[src/rtl/ff_bank_pkg.sv]
// rtl/ff_bank_pkg.sv - mode encodings shared by the flip-flop bank and its cells
package ff_bank_pkg;

  typedef enum logic [1:0] {
    FF_D  = 2'b00,
    FF_T  = 2'b01,
    FF_JK = 2'b10,
    FF_SR = 2'b11
  } ff_mode_t;

endpackage

[src/rtl/ff_cell.sv]
// rtl/ff_cell.sv - one storage bit with selectable D/T/JK/SR behaviour
import ff_bank_pkg::*;

module ff_cell #(
  parameter logic RST_BIT = 1'b0
) (
  input  logic     clk,
  input  logic     rst,
  input  logic     en,
  input  ff_mode_t mode,
  input  logic     a,
  input  logic     b,
  output logic     q,
  output logic     q_n,
  output logic     q_next,
  output logic     illegal
);

  // Next-state selection; an S=R=1 request holds the bit and is flagged.
  always_comb begin
    q_next  = q;
    illegal = 1'b0;
    if (en) begin
      case (mode)
        FF_D:  q_next = a;
        FF_T:  q_next = q ^ a;
        FF_JK: begin
          case ({a, b})
            2'b01:   q_next = 1'b0;
            2'b10:   q_next = 1'b1;
            2'b11:   q_next = ~q;
            default: q_next = q;
          endcase
        end
        FF_SR: begin
          case ({a, b})
            2'b01:   q_next = 1'b0;
            2'b10:   q_next = 1'b1;
            2'b11:   illegal = 1'b1;
            default: q_next = q;
          endcase
        end
        default: q_next = q;
      endcase
    end
  end

  // State register; the complement is registered too so q_n never glitches.
  always_ff @(posedge clk) begin
    if (rst) begin
      q   <= RST_BIT;
      q_n <= ~RST_BIT;
    end else begin
      q   <= q_next;
      q_n <= ~q_next;
    end
  end

endmodule

[src/rtl/ff_bank.sv]
// rtl/ff_bank.sv - WIDTH-bit flip-flop bank with change flags, SR error and event counter
import ff_bank_pkg::*;

module ff_bank #(
  parameter int               WIDTH   = 8,
  parameter logic [WIDTH-1:0] RST_VAL = {WIDTH{1'b0}},
  parameter int               CNT_W   = 16
) (
  input  logic             clk,
  input  logic             rst,
  input  logic             en,
  input  logic [1:0]       mode,
  input  logic [WIDTH-1:0] a,
  input  logic [WIDTH-1:0] b,
  output logic [WIDTH-1:0] q,
  output logic [WIDTH-1:0] q_n,
  output logic [WIDTH-1:0] changed,
  output logic             err,
  output logic [CNT_W-1:0] chg_cnt
);

  localparam logic [CNT_W-1:0] CNT_MAX = '1;

  logic [WIDTH-1:0] q_next;
  logic [WIDTH-1:0] illegal;
  ff_mode_t         mode_e;

  assign mode_e = ff_mode_t'(mode);

  for (genvar i = 0; i < WIDTH; i++) begin : g_cell
    ff_cell #(
      .RST_BIT (RST_VAL[i])
    ) u_cell (
      .clk     (clk),
      .rst     (rst),
      .en      (en),
      .mode    (mode_e),
      .a       (a[i]),
      .b       (b[i]),
      .q       (q[i]),
      .q_n     (q_n[i]),
      .q_next  (q_next[i]),
      .illegal (illegal[i])
    );
  end

  // Change flags and SR error; both clear on a held edge since q_next equals q there.
  always_ff @(posedge clk) begin
    if (rst) begin
      changed <= '0;
      err     <= 1'b0;
    end else begin
      changed <= q_next ^ q;
      err     <= |illegal;
    end
  end

  // Count edges on which any bit moved, sticking at the maximum value.
  always_ff @(posedge clk) begin
    if (rst) begin
      chg_cnt <= '0;
    end else if (en && (q_next != q) && (chg_cnt != CNT_MAX)) begin
      chg_cnt <= chg_cnt + 1'b1;
    end
  end

endmodule

[config.mk]
export PLATFORM = sky130hd
export DESIGN_NAME = ff_bank
export DESIGN_NICKNAME = d
export VERILOG_FILES = /design/src/rtl/ff_bank_pkg.sv /design/src/rtl/ff_cell.sv /design/src/rtl/ff_bank.sv
export SDC_FILE = /design/constraint.sdc
export NUM_CORES = 1
export LEC_CHECK = 0
export BUFFER_PORTS_ARGS = -buffer_cell sky130_fd_sc_hd__buf_2
export CORE_AREA = 2 2 71 73
export CTS_CLUSTER_SIZE = 24
export DETAILED_ROUTE_END_ITERATION = 10
export DIE_AREA = 0 0 73 75
export HOLD_SLACK_MARGIN = 0.02
export PLACE_DENSITY = 0.87
export SETUP_SLACK_MARGIN = 0.2
export SKIP_LAST_GASP = 1
export SLEW_MARGIN = 20
export SYNTH_ARGS = -nofsm -noshare
export SYNTH_HDL_FRONTEND = slang
export SYNTH_SLANG_ARGS = --single-unit
[constraint.sdc]
create_clock -name clk -period 7 [get_ports clk]
set_input_delay 1.4 -clock clk [delete_from_list [all_inputs] [get_ports clk]]
set_output_delay 1.4 -clock clk [all_outputs]
set_load 0.02 [all_outputs]
==> metrics.md <==
| Metric | Value |
|---|---|
| Status | complete, no violations |
| P_int | 0.409 mW |
| Fin worst setup slack | 2.94 ns |
| Skew-Pair Late Insertion Delay | 0.30 ns |
| # hold bufs at CTS | 0 |
| # Post-CTS Setup Buffers | 0 |
| Max-slew violation count | 0 |
| Vias per cell | 5.71 |
| Largest net degree at the start of global routing | 40 |
| Req. time, crit path | 7.18 ns |
| CTS tree | built |
| Worst-case clock buffer depth | 2 |
| Setup violators final | 0 |
| Die height | ~75 um |
| Worst-path fanout max | 26 |
| Net switching power | between 0.15 and 0.2 mW |
| Hold Crit Class | flop to flop |
| Hold Vio Cnt, Final | 0 |
| CTS Sinks | 41 |
| WL/cell | 13.9 um |
| Crit end category | flop |
| Ys async rst share | 0% |
| Sw Ratio | between 20 and 30% |
| H-tree levels | 2 |
| Rows | 25 |
| Most frequent cells in the layout | buf_2 (61), dfxtp_1 (41), nor2_1 (32) |
| Number of diodes | 0 |
| Power Total | between 0.5 and 0.6 mW |
| Cells after synthesis | 322 |
| Final TNS setup | 0 ns |
| Final Skew | 0.0166 ns |
| Syn Area/Cell | 8.21 um^2 |
| Final min period | 4.06 ns |
| Pre-CTS WS | 2.79 ns |
| Die width | 73 um |
| Leak | 1.36 nW |
| Boundary Pins | 62 |
| CTS root buf | clkbuf_8 |
| Port Buffers | 61 |
| Area grow syn2layout | 10.5% |
| WP data arrival | 4.24 ns |
| Router iterations before antenna repair | 4 |
| Maximum VDD drop | 0.000142 V |
| Fraction of layout cells with a size suffix above 1 | 22.8% |
| Worst Hold Path EP | chg_cnt[1] |
| Reg power frac | 44.4% |
| PwrDens | 198 nW/um^2 |
| Total Wirelength | 5750 um |
| Ys flop type | dfxtp_1 |
| Final routed DRC violation total | 0 |
| Post-route antenna net violation count | 0 |
| Power share of the clock group | 33.9% |
| Total number of vias | about 2.4k |
| FF-to-FF path depth | 7 |
| Final Non-Filler Cells | 414 |
| Commonest non-fill, non-tap cell in the layout | buf_2 |
| Total core area | approximately 4700 um^2 |
| Slew HR | 51.3% |
| First-pass GRT wire length | around 9400 um |
| Placer Congestion | 0.892 |
| Initial antenna violation count | 0 |
| Clock-pin slew on the worst setup and hold paths | 0.08 ns |
| Worst R2R Start | g_cell[3].u_cell.q |
| Cell variety after synth | 57 |
| Max Cap Viol | 0 |
| Mapped cell area | 2640 um^2 |
| Fmax | 0.246 GHz |
| Crit path kind | input port to flop |
| RR Endpoint | chg_cnt[7] |
| Hold Path Origin | chg_cnt[1] |
| Synth Register Bits | 41 |
| Total global-route track usage | 21.8% |
| RSZ-0062 raised after global routing | no |
| Synth Net Count | 360 |
| Worst-Margin Slew | 0.730 ns |
| Worst hold path cell count | 2 |
| Initial DRC Count | 194 |
| Tcrit/Tclk final | 58.0% |
| Seq/Total Area, Yosys | 31.1% |
| Post-CTS sizing | 0 |
| # placed instances | 406 |
| CP startpoint kind | input port |
| Fin nets | 397 |
| Die area | 5480 um^2 |
| Number of global-route vias before repair | roughly 2.1k |
| Detailed placement HPWL | ~4200 um |
| Yosys warns | 0 |
| CTS Buf Count | 5 |
| Combinational Power Share | a little over a fifth |
| Worst R2R Setup Slack | slightly above 4 ns |
| Initial Utilization | 56.7% |
| Congestion Overflow GR | 0 |
| Fillers | 401 |
| Post-synth EDFFs | 0 |
through the flow:
stage / hold slack [ns] / instance area [um^2] / util, %
4_1_cts: 0.552 / 2920 / 62.6
3_3_place_gp: 0.519 / 2800 / 60.1
6_report: 0.553 / 2920 / 62.6
5_1_grt: 0.587 / 2920 / 62.6
2_1_floorplan: 0.505 / 2640 / -
3_5_place_dp: 0.533 / 2800 / 60.1
cells in the mapped netlist, types with 7 or more instances:
| cell | n | share of area, % |
|---|---|---|
| a21oi_1 | 18 | 3.4 |
| inv_1 | 25 | 3.6 |
| mux2i_1 | 8 | 3.0 |
| clkbuf_1 | 8 | 1.1 |
| o21ai_0 | 7 | 1.3 |
| ha_1 | 17 | 8.0 |
| and3_1 | 13 | 3.1 |
| buf_4 | 17 | 4.8 |
| nand4_1 | 7 | 1.7 |
| dfxtp_1 | 41 | 31 |
| nand3_1 | 11 | 2.1 |
| nor2b_1 | 10 | 2.4 |
| nor2_1 | 32 | 4.5 |
| nand2_1 | 27 | 3.8 |
sequential cells by signal, indices dropped and copies added (netlist names):
name,flops
err,1
changed,8
g_cell.u_cell.q_n,8
chg_cnt,16
g_cell.u_cell.q,8
per-layer routing:
layer / global-route usage (%) / routed length [um] / vias up
li1: - / - / 1170
met5: 0 / 0 / -
met3: 4.82 / 286 / 18
met1: 26.8 / 2530 / 1117
met4: 7.41 / 127 / 0
met2: 37.6 / 2810 / 59
power by group through the flow:
| stage | registers (mW) | logic (mW) | clock network, mW |
|---|---|---|---|
| global route | 0.259 | 0.139 | 0.207 |
| detailed placement | 0.262 | 0.124 | 0 |
| CTS | 0.257 | 0.125 | 0.200 |
| global placement | 0.262 | 0.121 | 0 |
| floorplan | 0.268 | 0.0936 | 0 |
| finish | 0.257 | 0.126 | 0.196 |
final cells by class:
cell class                      instances  area (um^2)  area share, %
Clock buffer                            7         86.3           2.96
Clock inverter                          1         30.0           1.03
Inverter                               26         97.6           3.34
Multi-Input combinational cell        224         1510           51.8
Sequential cell                        41          821           28.1
Tap cell                               54         67.6           2.31
Timing Repair Buffer                   61          305           10.5
worst max-delay path by stage:
stage                        from          to  slack [ns]
final                     mode[1]  chg_cnt[7]        2.94
after global routing      mode[1]  chg_cnt[7]        2.76
after CTS                 mode[1]  chg_cnt[7]        3.04
after detailed placement  mode[1]  chg_cnt[5]        2.79
after global placement    mode[1]  chg_cnt[5]        2.91
after floorplan           mode[1]  chg_cnt[5]        3.42
cell families after synthesis:
| kind of cell | count (synthesis) | share of synthesized area (%) |
|---|---|---|
| buf+inv | 57 | 11.7 |
| mux | 16 | 6.72 |
| fa+ha+maj | 19 | 8.81 |
| flops | 41 | 31.1 |
| xor+xnor | 4 | 1.33 |
| simple gates | 122 | 23.1 |
| compound gates | 63 | 17.3 |
critical path, stage by stage:
cell       delay [ns]
buf_2            0.36
nand2_1          0.30
o21ai_0          0.34
mux2i_1          0.45
a2111oi_4        0.12
a21oi_2          0.64
nand4_1          0.26
mux2_1           0.38
Note: power is estimated with default switching activity, not from simulation.
